$ cat config.mk
export PLATFORM = sky130hd
export DESIGN_NAME = uart_tx
export DESIGN_NICKNAME = d
export VERILOG_FILES = /design/src/rtl/uart_pkg.sv /design/src/rtl/uart_tx_bit_timer.sv /design/src/rtl/uart_tx.sv
export SDC_FILE = /design/constraint.sdc
export NUM_CORES = 1
export LEC_CHECK = 0
export CAP_MARGIN = 40
export CORE_ASPECT_RATIO = 2
export CORE_UTILIZATION = 45
export CTS_CLUSTER_DIAMETER = 60
export DETAILED_ROUTE_END_ITERATION = 16
export GPL_TIMING_DRIVEN = 0
export PLACE_DENSITY = 0.72
export SLEW_MARGIN = 5
export SYNTH_ARGS = -nofsm -noshare
export SYNTH_HDL_FRONTEND = slang
export SYNTH_HIERARCHICAL = 1
export SYNTH_SLANG_ARGS = --single-unit
$ cat constraint.sdc
create_clock -name clk -period 2.6 [get_ports clk]
set_input_delay 0.78 -clock clk [delete_from_list [all_inputs] [get_ports clk]]
set_output_delay 0.78 -clock clk [all_outputs]
set_load 0.02 [all_outputs]
$ cat src/rtl/uart_pkg.sv
// -----------------------------------------------------------------------------
// uart_pkg
//   Shared definitions for the UART transmitter and the UART Rx environment.
//   Contents:
//     uart_tx_state_e  - transmitter frame state (IDLE/START/DATA/PARITY/STOP)
//     PAR_EVEN/PAR_ODD - encodings of the PAR_TYP input
//     PRESCALE_8/16/32 - nominal clk-cycles-per-bit settings
//     eff_bit_last     - helper: last bit-timer count for a given prescale
// -----------------------------------------------------------------------------
package uart_pkg;

  typedef enum logic [2:0] {
    IDLE   = 3'd0,
    START  = 3'd1,
    DATA   = 3'd2,
    PARITY = 3'd3,
    STOP   = 3'd4
  } uart_tx_state_e;

  localparam logic PAR_EVEN = 1'b0;
  localparam logic PAR_ODD  = 1'b1;

  localparam int PRESCALE_8  = 8;
  localparam int PRESCALE_16 = 16;
  localparam int PRESCALE_32 = 32;

  // Terminal count of the bit timer for a requested prescale. A prescale of 0
  // is treated as 1 cycle per bit, so the terminal count is 0 in both cases.
  function automatic logic [31:0] eff_bit_last(input logic [31:0] prescale);
    if (prescale == 32'd0) begin
      return 32'd0;
    end
    return prescale - 32'd1;
  endfunction

endpackage : uart_pkg

$ cat src/rtl/uart_tx_bit_timer.sv
// -----------------------------------------------------------------------------
// uart_tx_bit_timer
//   Bit-period counter for the UART transmitter. Counts 0..P-1 while enabled,
//   where P is the prescale captured on i_load (0 is treated as 1). Raises
//   o_bit_done in the cycle the count sits at P-1, then wraps to 0.
// Ports:
//   clk        in   clock, all logic on posedge
//   RST        in   synchronous active-high reset
//   i_load     in   capture i_prescale and restart the count at 0
//   i_prescale in   clk cycles per bit
//   i_enable   in   count while high; held at 0 while low
//   o_bit_done out  high during the last cycle of every bit period
// -----------------------------------------------------------------------------
module uart_tx_bit_timer
  import uart_pkg::*;
#(
  parameter int PRESCALE_W = 6
) (
  input  logic                  clk,
  input  logic                  RST,
  input  logic                  i_load,
  input  logic [PRESCALE_W-1:0] i_prescale,
  input  logic                  i_enable,
  output logic                  o_bit_done
);

  logic [PRESCALE_W-1:0] r_count;
  logic [PRESCALE_W-1:0] r_last;
  logic [PRESCALE_W-1:0] w_load_last;
  logic [31:0]           w_load_last_full;
  logic                  w_wrap;

  // Terminal count is stored rather than P itself so the compare is a plain
  // equality and the prescale==0 case needs no special handling later.
  assign w_load_last_full = eff_bit_last(32'(i_prescale));
  assign w_load_last      = w_load_last_full[PRESCALE_W-1:0];

  assign w_wrap     = (r_count == r_last);
  assign o_bit_done = i_enable && w_wrap;

  always_ff @(posedge clk) begin
    if (RST) begin
      r_count <= '0;
      r_last  <= '0;
    end else if (i_load) begin
      r_count <= '0;
      r_last  <= w_load_last;
    end else if (i_enable) begin
      if (w_wrap) begin
        r_count <= '0;
      end else begin
        r_count <= r_count + 1'b1;
      end
    end else begin
      r_count <= '0;
    end
  end

endmodule : uart_tx_bit_timer

$ cat src/rtl/uart_tx.sv
// -----------------------------------------------------------------------------
// uart_tx
//   Serial UART transmitter. Accepts a parallel word with a one-cycle
//   DATA_Valid strobe while idle and sends a frame on TX_OUT:
//   start bit (0), DATA_WIDTH data bits LSB first, optional parity bit,
//   stop bit (1). Every bit lasts P clk cycles (P = latched prescale, 0 -> 1).
// Ports:
//   clk        in   clock, all logic on posedge
//   RST        in   synchronous active-high reset; aborts any frame in flight
//   P_DATA     in   word to send, sampled on acceptance
//   DATA_Valid in   request strobe, accepted only while idle
//   PAR_EN     in   1 = append parity bit, sampled on acceptance
//   PAR_TYP    in   0 = even, 1 = odd parity, sampled on acceptance
//   prescale   in   clk cycles per bit, sampled on acceptance
//   TX_OUT     out  serial line, idles high (registered)
//   BUSY       out  high while a frame is in flight (registered)
// -----------------------------------------------------------------------------
module uart_tx
  import uart_pkg::*;
#(
  parameter int DATA_WIDTH = 8,
  parameter int PRESCALE_W = 6
) (
  input  logic                  clk,
  input  logic                  RST,
  input  logic [DATA_WIDTH-1:0] P_DATA,
  input  logic                  DATA_Valid,
  input  logic                  PAR_EN,
  input  logic                  PAR_TYP,
  input  logic [PRESCALE_W-1:0] prescale,
  output logic                  TX_OUT,
  output logic                  BUSY
);

  localparam int IDX_W = (DATA_WIDTH > 1) ? $clog2(DATA_WIDTH) : 1;
  localparam logic [IDX_W-1:0] LAST_IDX = IDX_W'(DATA_WIDTH - 1);

  uart_tx_state_e        r_state;
  logic [DATA_WIDTH-1:0] r_shift;
  logic [IDX_W-1:0]      r_bit_idx;
  logic                  r_parity;
  logic                  r_par_en;
  logic                  r_tx_out;
  logic                  r_busy;

  logic                  w_accept;
  logic                  w_bit_done;
  logic [DATA_WIDTH-1:0] w_shift_next;

  // A request is only taken in IDLE; on the edge that ends the stop bit the
  // state is still STOP, so a strobe there is dropped and the line gets at
  // least one idle cycle between frames.
  assign w_accept     = (r_state == IDLE) && DATA_Valid;
  assign w_shift_next = r_shift >> 1;

  uart_tx_bit_timer #(
    .PRESCALE_W (PRESCALE_W)
  ) u_bit_timer (
    .clk        (clk),
    .RST        (RST),
    .i_load     (w_accept),
    .i_prescale (prescale),
    .i_enable   (r_busy),
    .o_bit_done (w_bit_done)
  );

  always_ff @(posedge clk) begin
    if (RST) begin
      r_state   <= IDLE;
      r_shift   <= '0;
      r_bit_idx <= '0;
      r_parity  <= 1'b0;
      r_par_en  <= 1'b0;
      r_tx_out  <= 1'b1;
      r_busy    <= 1'b0;
    end else begin
      case (r_state)
        IDLE: begin
          r_tx_out <= 1'b1;
          if (w_accept) begin
            r_state   <= START;
            r_shift   <= P_DATA;
            r_bit_idx <= '0;
            r_parity  <= (^P_DATA) ^ PAR_TYP;
            r_par_en  <= PAR_EN;
            r_tx_out  <= 1'b0;
            r_busy    <= 1'b1;
          end
        end

        START: begin
          if (w_bit_done) begin
            r_state  <= DATA;
            r_tx_out <= r_shift[0];
          end
        end

        // The current data bit always sits in r_shift[0]; the next one is
        // taken from the pre-shifted value so TX_OUT stays registered.
        DATA: begin
          if (w_bit_done) begin
            if (r_bit_idx == LAST_IDX) begin
              if (r_par_en) begin
                r_state  <= PARITY;
                r_tx_out <= r_parity;
              end else begin
                r_state  <= STOP;
                r_tx_out <= 1'b1;
              end
            end else begin
              r_bit_idx <= r_bit_idx + 1'b1;
              r_shift   <= w_shift_next;
              r_tx_out  <= w_shift_next[0];
            end
          end
        end

        PARITY: begin
          if (w_bit_done) begin
            r_state  <= STOP;
            r_tx_out <= 1'b1;
          end
        end

        STOP: begin
          if (w_bit_done) begin
            r_state   <= IDLE;
            r_bit_idx <= '0;
            r_tx_out  <= 1'b1;
            r_busy    <= 1'b0;
          end
        end

        default: begin
          r_state  <= IDLE;
          r_tx_out <= 1'b1;
          r_busy   <= 1'b0;
        end
      endcase
    end
  end

  assign TX_OUT = r_tx_out;
  assign BUSY   = r_busy;

endmodule : uart_tx

==> flow_summary.toml, run 1 <==
[floorplan]
io_pins = 21
dieArea_um2 = 4090
initial_core_util_pct = 47.2
chipHeight_um = 89.4
core_um2 = 3650
rows = 31
dieWidth_um = 45.7

[timing]
whs_ns = 0.472
min_period_ns = 2.39
fmax_mhz = 418
setup_viol = 0
drv_slew = 0
period_share_pct = 92.0
rsz0062_at_grt = "false"
hold_viol_final = 0
slew_headroom_pct = 68.2
worst_slack_ns = 0.208
tightest_slew_ns = 0.477
skew_ns = 0.00560

[cells_and_area]
antenna-diode-count = 0
nNetsFinal = 243
drive_gt1_share_pct = 13.2
design_area_um2 = 2100
fin_util_pct = 57.7
area_growth_pct = 22.4

[flow_run]
maxCapViolCount = 0

[pwr]
power_density_nw_per_um2 = 585
power.leakage_nw = 0.782
power.total_mw = 1.23
irDropWorstVdd_v = 0.000479

[clock_network]
ctsHoldBuffers = 0
cts_root_buf = "clkbuf_8"
numCtsBuffers = 5
h-tree-depth = 2
cts_tree = "built"
clock_path_buffers = 2
cts.sinks = 30
clk_latency_ns = 0.28
clk_pin_slew_ns = 0.06

[route]
drt-total-wl_um = 3490
drtPass1Iterations = 4
viasPerCell = 5.32
num_vias = 1426
post_drt_wl_per_cell_um = 13.0
drtIter0Drc = 10
drc = 0
ant_nets = 0

[placed_design]
io_buffers = 20
place_congestion = 0.837
pre_cts_ws_ns = -0.223
post_dp_cell_area_um2 = 1980
hpwlAfterDp_um = 2770

[global_routing]
grt_pass1_vias = 1437
grt_util_all_layers_pct = 20.1
antenna_found_initial = 0
gr-total-overflow = 0
grt_first_pass_wirelength_um = 6050
grt_start_max_net_pins = 11

[worst_setup_path]
worstRegToRegCells = 10
crit_required_ns = 2.79
startpoint_type = "primary input"
cp_slowest_cell = "or4b_1"
worstPathMaxFanout = 10
cp_num_buf_inv = 3
arrival_ns = 2.58
worstSetupEndpointType = "flip-flop"
crit_family = "buffers and inverters"
max_stage_delay_ns = 0.54
reg2reg_from = "u_bit_timer/r_count[2]"
ff2ff_setup_slack_ns = 0.22
critical_path_class = "in2reg"
regToRegEndpoint = "r_shift[1]"
critical_path.cell_chain = "clkdlybuf4s50_1 -> or4b_1 -> inv_1 -> clkbuf_2 -> nor2_1 -> a311oi_1"

[synthesis]
synth-edff-count = 0
synth-seq-cells = 30
synth_most_common_cell = "dfxtp_1"
synth_fp_nets = 215
yosysWarningCount = 6
synthTopCellsByArea = "dfxtp_1 35%, xnor2_1 5.1%, mux2i_1 4.7%"
yosys-top-cells-count = "30 x dfxtp_1, 17 x nor2_1, 11 x a21oi_1, 10 x xnor2_1, 9 x nor3_1"
syn_inst = 190
synthArstFlopShare_pct = 0
synth_top_area_share_pct = 34.9
synth.largest_area_cell = "dfxtp_1"
syn_area_um2 = 1720
yosysSeqAreaShare_pct = 34.9
postSynthAreaPerCell_um2 = 9.05
dominantRegCellSynth = "dfxtp_1"
yosysUniqueCellTypes = 46

[run_status]
status = "finished, final reports clean"

[worst_hold_path]
hold_path_class = "reg2reg"
holdPathStages = 2
whs_endpoint = "r_bit_idx[1]"
hp-start = "r_bit_idx[1]"
-- tightest hold or removal path: stages (launching register included) --
cell and delay [ns]:
dfxtp_1 0.31, nand2b_1 0.06, a21oi_1 0.05
-- kinds of logic (layout without fill, tap and decap cells) --
| group | after synthesis | in the layout | share of synthesized area, % |
|---|---|---|---|
| AOI/OAI and AO/OA | 38 | 38 | 16.2 |
| muxes | 8 | 8 | 4.66 |
| and+or+nand+nor | 73 | 73 | 25.0 |
| buffers and inverters | 16 | 45 | 4.44 |
| xor gates and xnor gates | 19 | 19 | 10.5 |
| adders and majority gates | 6 | 6 | 4.37 |
| DFF | 30 | 30 | 34.9 |
-- report_power, final --
part           switching [mW]  leakage, nW  internal (mW)
Combinational           0.133        0.478          0.129
Clock                   0.170       0.0579          0.281
Sequential             0.0233        0.246          0.496
Total                   0.327        0.782          0.906
-- routing by layer --
layer | global-route usage, % | vias up | wire length, um
li1 | - | 730 | -
met1 | 17.5 | 665 | 1210
met2 | 40.9 | 25 | 2120
met3 | 4.04 | 6 | 92
met4 | 8.02 | 0 | 70
met5 | 0 | - | 0
-- how the worst max path moves through the flow --
stage	slack, ns	depth (start not counted)	to	start
finish	0.21	6	u_bit_timer/r_last[4]	DATA_Valid
global route	0.04	10	r_shift[6]	u_bit_timer/r_count[2]
CTS	0.06	10	r_shift[5]	u_bit_timer/r_count[2]
detailed placement	-0.22	6	u_bit_timer/r_last[4]	DATA_Valid
global placement	-0.20	6	u_bit_timer/r_last[4]	DATA_Valid
floorplan	0.42	10	r_shift[5]	u_bit_timer/r_count[2]
-- flip-flops by register name (all words and copies together) (netlist names) --
| register | count |
|---|---|
| u_bit_timer/r_last | 6 |
| r_shift | 8 |
| r_bit_idx | 3 |
| r_par_en | 1 |
| u_bit_timer/r_count | 6 |
| r_parity | 1 |
| BUSY | 1 |
| TX_OUT | 1 |
| r_state | 3 |
-- layout make-up --
cell class | instances | area (um^2)
clock buffer | 5 | 68.8
multi-input combinational | 144 | 1050
timing repair buffer | 21 | 208
buffer | 10 | 55.1
inverter | 6 | 22.5
fill | 382 | 1540
clock inverter | 3 | 40.0
tap | 49 | 61.3
sequential | 30 | 601
-- layout by cell type (no fill, tap or decap), types with 3 or more instances in the layout --
cell type / n
xnor2_1: 10
a211oi_2: 3
ha_1: 6
nand2_1: 7
buf_2: 4
o21ai_0: 5
nand3b_1: 7
xor2_1: 8
nor2b_1: 4
a21oi_1: 11
mux2i_1: 8
inv_1: 6
clkdlybuf4s50_1: 20
dfxtp_1: 30
nor3_1: 9
a211oi_1: 7
nand3_1: 5
clkbuf_8: 5
nor2_1: 17
nand2b_1: 8
-- stage by stage --
stage / instances / setup TNS (ns)
2_1_floorplan: 190 / 0
3_3_place_gp: 259 / -0.997
3_5_place_dp: 259 / -1.15
4_1_cts: 267 / 0
5_1_grt: 268 / 0
6_report: 268 / 0
-- repair_timing --
action | CTS | global route
setup buffers | 0 | 1
pin swaps | 0 | 1
endpoints found under the setup margin | 2 | 6
gates resized for setup | 1 | 2
Power figures use the tool's default switching activity.
==> inputs of run 2 (changes only) <==
- CORE_MARGIN: default -> 5
- CTS_CLUSTER_SIZE: default -> 10
- RECOVER_POWER: default -> 100
==> run 2 against run 1 <==
Compared with the run above: non-clock buffer count grew 1; worst setup slack worse by 0.047 ns; maximum frequency down 1.9%; cell count is 0.37% higher; critical path depth unchanged; wire length increased by 6.5%; clock power is 2% higher; sequential power barely moved; clock-buffer cell count unchanged; critical path type unchanged; largest power group unchanged.
==> flow_summary.toml, run 2 (synthesis results as in run 1) <==
[placed_design]
place_congestion = 0.778
hpwlAfterDp_um = 2890
dp_cells = 259
io_buffers = 20

[global_routing]
antenna_found_initial = 0
grt_first_pass_wirelength_um = 6410
gr-total-overflow = 0
grt_util_all_layers_pct = 16.5
grt_pass1_vias = 1490
grt_start_max_net_pins = 11

[floorplan]
rows = 31
initial_core_util_pct = 47.2
io_pins = 21
dieArea_um2 = 5230
dieWidth_um = 53.7
core_um2 = 3650
chipHeight_um = 97.4

[worst_setup_path]
max_stage_delay_ns = 0.59
cp_slowest_cell = "dlygate4sd3_1"
arrival_ns = 2.63
critical_path.cell_chain = "dlygate4sd3_1 -> or4b_1 -> inv_1 -> clkbuf_2 -> nor2_1 -> a311oi_1"
cp_num_buf_inv = 3
crit_family = "buffers and inverters"
startpoint_type = "primary input"
critical_path_class = "in2reg"
worstPathMaxFanout = 10
crit_required_ns = 2.79
worstSetupEndpointType = "flip-flop"

[timing]
setup_viol = 0
hold_viol_final = 0
period_share_pct = 93.8
skew_ns = 0.00645
drv_slew = 0
rsz0062_at_grt = "false"
tightest_slew_ns = 0.495
fmax_mhz = 410
slew_headroom_pct = 67.0
min_period_ns = 2.44

[route]
post_drt_wl_per_cell_um = 13.8
drtPass1Iterations = 4
drt-total-wl_um = 3720
viasPerCell = 5.33
drc = 0
ant_nets = 0
drtIter0Drc = 28
num_vias = 1435

[clock_network]
ctsHoldBuffers = 0
numCtsBuffers = 5
cts.sinks = 30
cts_root_buf = "clkbuf_8"
h-tree-depth = 2
cts_tree = "built"
clk_latency_ns = 0.28
clk_pin_slew_ns = 0.07
clock_path_buffers = 2

[pwr]
power.leakage_nw = 0.788
irDropWorstVdd_v = 0.000420
power_density_nw_per_um2 = 588

[cells_and_area]
final_common_cell = "dfxtp_1"
final_cells = 269
fin_util_pct = 57.9
antenna-diode-count = 0
area_growth_pct = 22.9
nNetsFinal = 244
largest_register_ffs = 8
layout_common_cells = "30 x dfxtp_1, 17 x nor2_1, 16 x clkdlybuf4s50_1"
drive_gt1_share_pct = 13.6
reg_top3 = "r_shift x8, u_bit_timer/r_count x6, u_bit_timer/r_last x6"
regMostFlops = "r_shift"

[worst_hold_path]
hold_path_class = "reg2reg"

[flow_run]
maxCapViolCount = 0

[run_status]
status = "finished, final reports clean"
run 2: changes by cell type in the layout (fill, tap and decap cells not counted):
| cell | change |
|---|---|
| dlygate4sd3_1 | +4 |
| buf_1 | -1 |
| clkbuf_1 | +1 |
| buf_4 | +1 |
| clkdlybuf4s50_1 | -4 |
run 2: per-layer routing:
layer | vias to the layer above | global-route usage [%] | wire length [um]
li1 | 729 | - | -
met1 | 679 | 15.1 | 1300
met2 | 21 | 31.1 | 2220
met3 | 6 | 3.99 | 114
met4 | 0 | 7.09 | 76
met5 | - | 0 | 0
run 2: per-stage QoR:
stage                     cell area (um^2)  TNS, ns  hold WS, ns  worst slack (ns)  total power [mW]
after global routing                  2110        0        0.498           0.00187              1.31
final                                 2110        0        0.480             0.161              1.24
after CTS                             2100        0        0.483            0.0551              1.25
after global placement                1980   -0.971        0.459            -0.197             0.781
after floorplan                       1720        0        0.446             0.418             0.700
after detailed placement              1980    -1.06        0.467            -0.197             0.788
run 2: timing repair:
action / CTS / global route
pin swaps: 0 / 1
gates resized for setup: 1 / 2
setup buffers: 0 / 2
setup endpoints to repair: 1 / 12
endpoints found under the hold margin: 0 / 0
run 2: final timing paths:
| check | start | endpoint | slack, ns | cells after the start |
|---|---|---|---|---|
| worst min-delay path | r_bit_idx[1] | r_bit_idx[1] | 0.48 | 2 |
| worst min register to register | r_bit_idx[1] | r_bit_idx[1] | 0.48 | 2 |
| worst max register to register | u_bit_timer/r_count[2] | r_shift[1] | 0.19 | 10 |
| worst max-delay path | DATA_Valid | u_bit_timer/r_last[4] | 0.16 | 6 |
run 2: where the power goes:
| part | internal (mW) | total [mW] | switching (mW) |
|---|---|---|---|
| combinational | 0.129 | 0.264 | 0.135 |
| sequential | 0.496 | 0.520 | 0.0243 |
| clock | 0.282 | 0.458 | 0.176 |
run 2: layout make-up:
class / count / area [um^2]
plain buffers: 10 / 55.1
clock buffers: 5 / 68.8
clock inverters: 3 / 40.0
fillers: 370 / 1530
inverters: 6 / 22.5
multi-input cells: 144 / 1050
flip-flops and latches: 30 / 601
well taps: 49 / 61.3
repair buffers: 22 / 215
run 2: worst min-delay path: cells and delay by family (launching register included):
| kind | cells | cell delay [ns] |
|---|---|---|
| flops | 1 | 0.32 |
| simple gates | 1 | 0.07 |
| compound gates | 1 | 0.05 |
==> inputs of run 3 (changes only) <==
- CELL_PAD_IN_SITES_DETAIL_PLACEMENT: default -> 0
- CELL_PAD_IN_SITES_GLOBAL_PLACEMENT: default -> 1
- CORE_UTILIZATION: 45 -> 42
- PLACE_DENSITY: 0.72 -> 0.84
==> run 3 against run 2 <==
Compared with the run above: clock skew increased by 0.0024 ns; critical path depth unchanged; highest routed layer unchanged; clock power decreased by 17%.
==> flow_summary.toml, run 3 (synthesis results as in run 1) <==
[timing]
tightest_slew_ns = 0.495
skew_ns = 0.00883
worst_slack_ns = 0.197
period_share_pct = 92.4
setup_viol = 0
min_period_ns = 2.40
fmax_mhz = 416
slew_headroom_pct = 67.0
drv_slew = 0
tns_ns = 0
hold_viol_final = 0
rsz0062_at_grt = "false"

[global_routing]
grt_pass1_vias = 1447
antenna_found_initial = 0
grt_start_max_net_pins = 11
gr-total-overflow = 0
grt_util_all_layers_pct = 14.7
grt_first_pass_wirelength_um = 6440

[worst_setup_path]
worstPathMaxFanout = 10
regToRegEndpoint = "r_shift[6]"
worstRegToRegCells = 10
arrival_ns = 2.59
ff2ff_setup_slack_ns = 0.26
critPathCapture = "u_bit_timer/r_last[4]"
critical_path_class = "in2reg"
worstSetupEndpointType = "flip-flop"
startpoint_type = "primary input"
crit_path_start = "DATA_Valid"
crit_required_ns = 2.79
reg2reg_from = "u_bit_timer/r_count[2]"

[pwr]
power.leakage_nw = 0.773
power.total_mw = 1.16
irDropWorstVdd_v = 0.000362
power_density_nw_per_um2 = 554

[cells_and_area]
regMostFlops = "r_shift"
layout_common_cells = "30 x dfxtp_1, 17 x nor2_1, 17 x clkdlybuf4s50_1"
fin_util_pct = 51.6
antenna-diode-count = 0
nNetsFinal = 244
final_common_cell = "dfxtp_1"
final_cells = 272
area_growth_pct = 21.5
drive_gt1_share_pct = 12.3
largest_register_ffs = 8
reg_top3 = "r_shift x8, u_bit_timer/r_count x6, u_bit_timer/r_last x6"

[route]
num_vias = 1407
drtIter0Drc = 17
viasPerCell = 5.17
drtPass1Iterations = 4
drt-total-wl_um = 3670
post_drt_wl_per_cell_um = 13.5
ant_nets = 0
drc = 0

[clock_network]
cts.sinks = 30
clk_latency_ns = 0.28
cts_tree = "built"
cts_root_buf = "clkbuf_8"
clock_path_buffers = 2
numCtsBuffers = 5
h-tree-depth = 2
clk_pin_slew_ns = 0.06

[run_status]
status = "finished, final reports clean"

[floorplan]
rows = 33
io_pins = 21
core_um2 = 4050
dieWidth_um = 55.2
dieArea_um2 = 5550
initial_core_util_pct = 42.5
chipHeight_um = 100

[flow_run]
maxCapViolCount = 0

[worst_hold_path]
hold_path_class = "reg2reg"
hp-start = "r_shift[7]"

[placed_design]
dp_cells = 262
place_congestion = 0.734
pre_cts_ws_ns = -0.223
hpwlAfterDp_um = 2890
io_buffers = 20
run 3: worst min path at each step:
| stage | slack, ns | end | cells after the start |
|---|---|---|---|
| global placement | 0.46 | r_shift[7] | 2 |
| global route | 0.50 | r_shift[7] | 2 |
| floorplan | 0.45 | r_shift[7] | 2 |
| finish | 0.48 | r_shift[7] | 2 |
| CTS | 0.48 | r_shift[7] | 2 |
| detailed placement | 0.47 | r_shift[7] | 2 |
run 3: worst max-delay path: stages:
cell and delay [ns]:
clkdlybuf4s50_1 0.54, or4b_1 0.54, inv_1 0.19, clkbuf_2 0.25
nor2_1 0.07, a311oi_1 0.23
run 3: routing by layer:
metal  vias up  track usage (%)  part of all wire, %
met5         -                0                    0
met4         0             8.24                  2.6
met2        20             28.6                   59
li1        728                -                    -
met1       650             14.2                   35
met3         9             2.44                  2.8
run 3: where the power goes:
part | switching, mW | internal, mW
clock | 0.168 | 0.213
combinational | 0.133 | 0.125
sequential | 0.0240 | 0.496
run 3: stage by stage:
stage,area [um^2],hold WS [ns]
finish,2090,0.475
global route,2090,0.499
CTS,2080,0.479
detailed placement,1980,0.465
global placement,1980,0.459
floorplan,1720,0.446
run 3: what timing repair did:
action | CTS | global route
endpoints found under the setup margin | 2 | 11
resized for setup | 1 | 2
hold buffers | 0 | 0
cloned | 0 | 0
setup buffers | 0 | 2
pin swaps | 0 | 2
run 3: area by class of cell:
class,count,area [um^2]
fill,422,1960
multi-input combinational,144,1040
sequential,30,601
timing repair buffer,22,211
clock buffer,7,86.3
tap,52,65.1
buffer,10,55.1
inverter,6,22.5
clock inverter,1,5.00
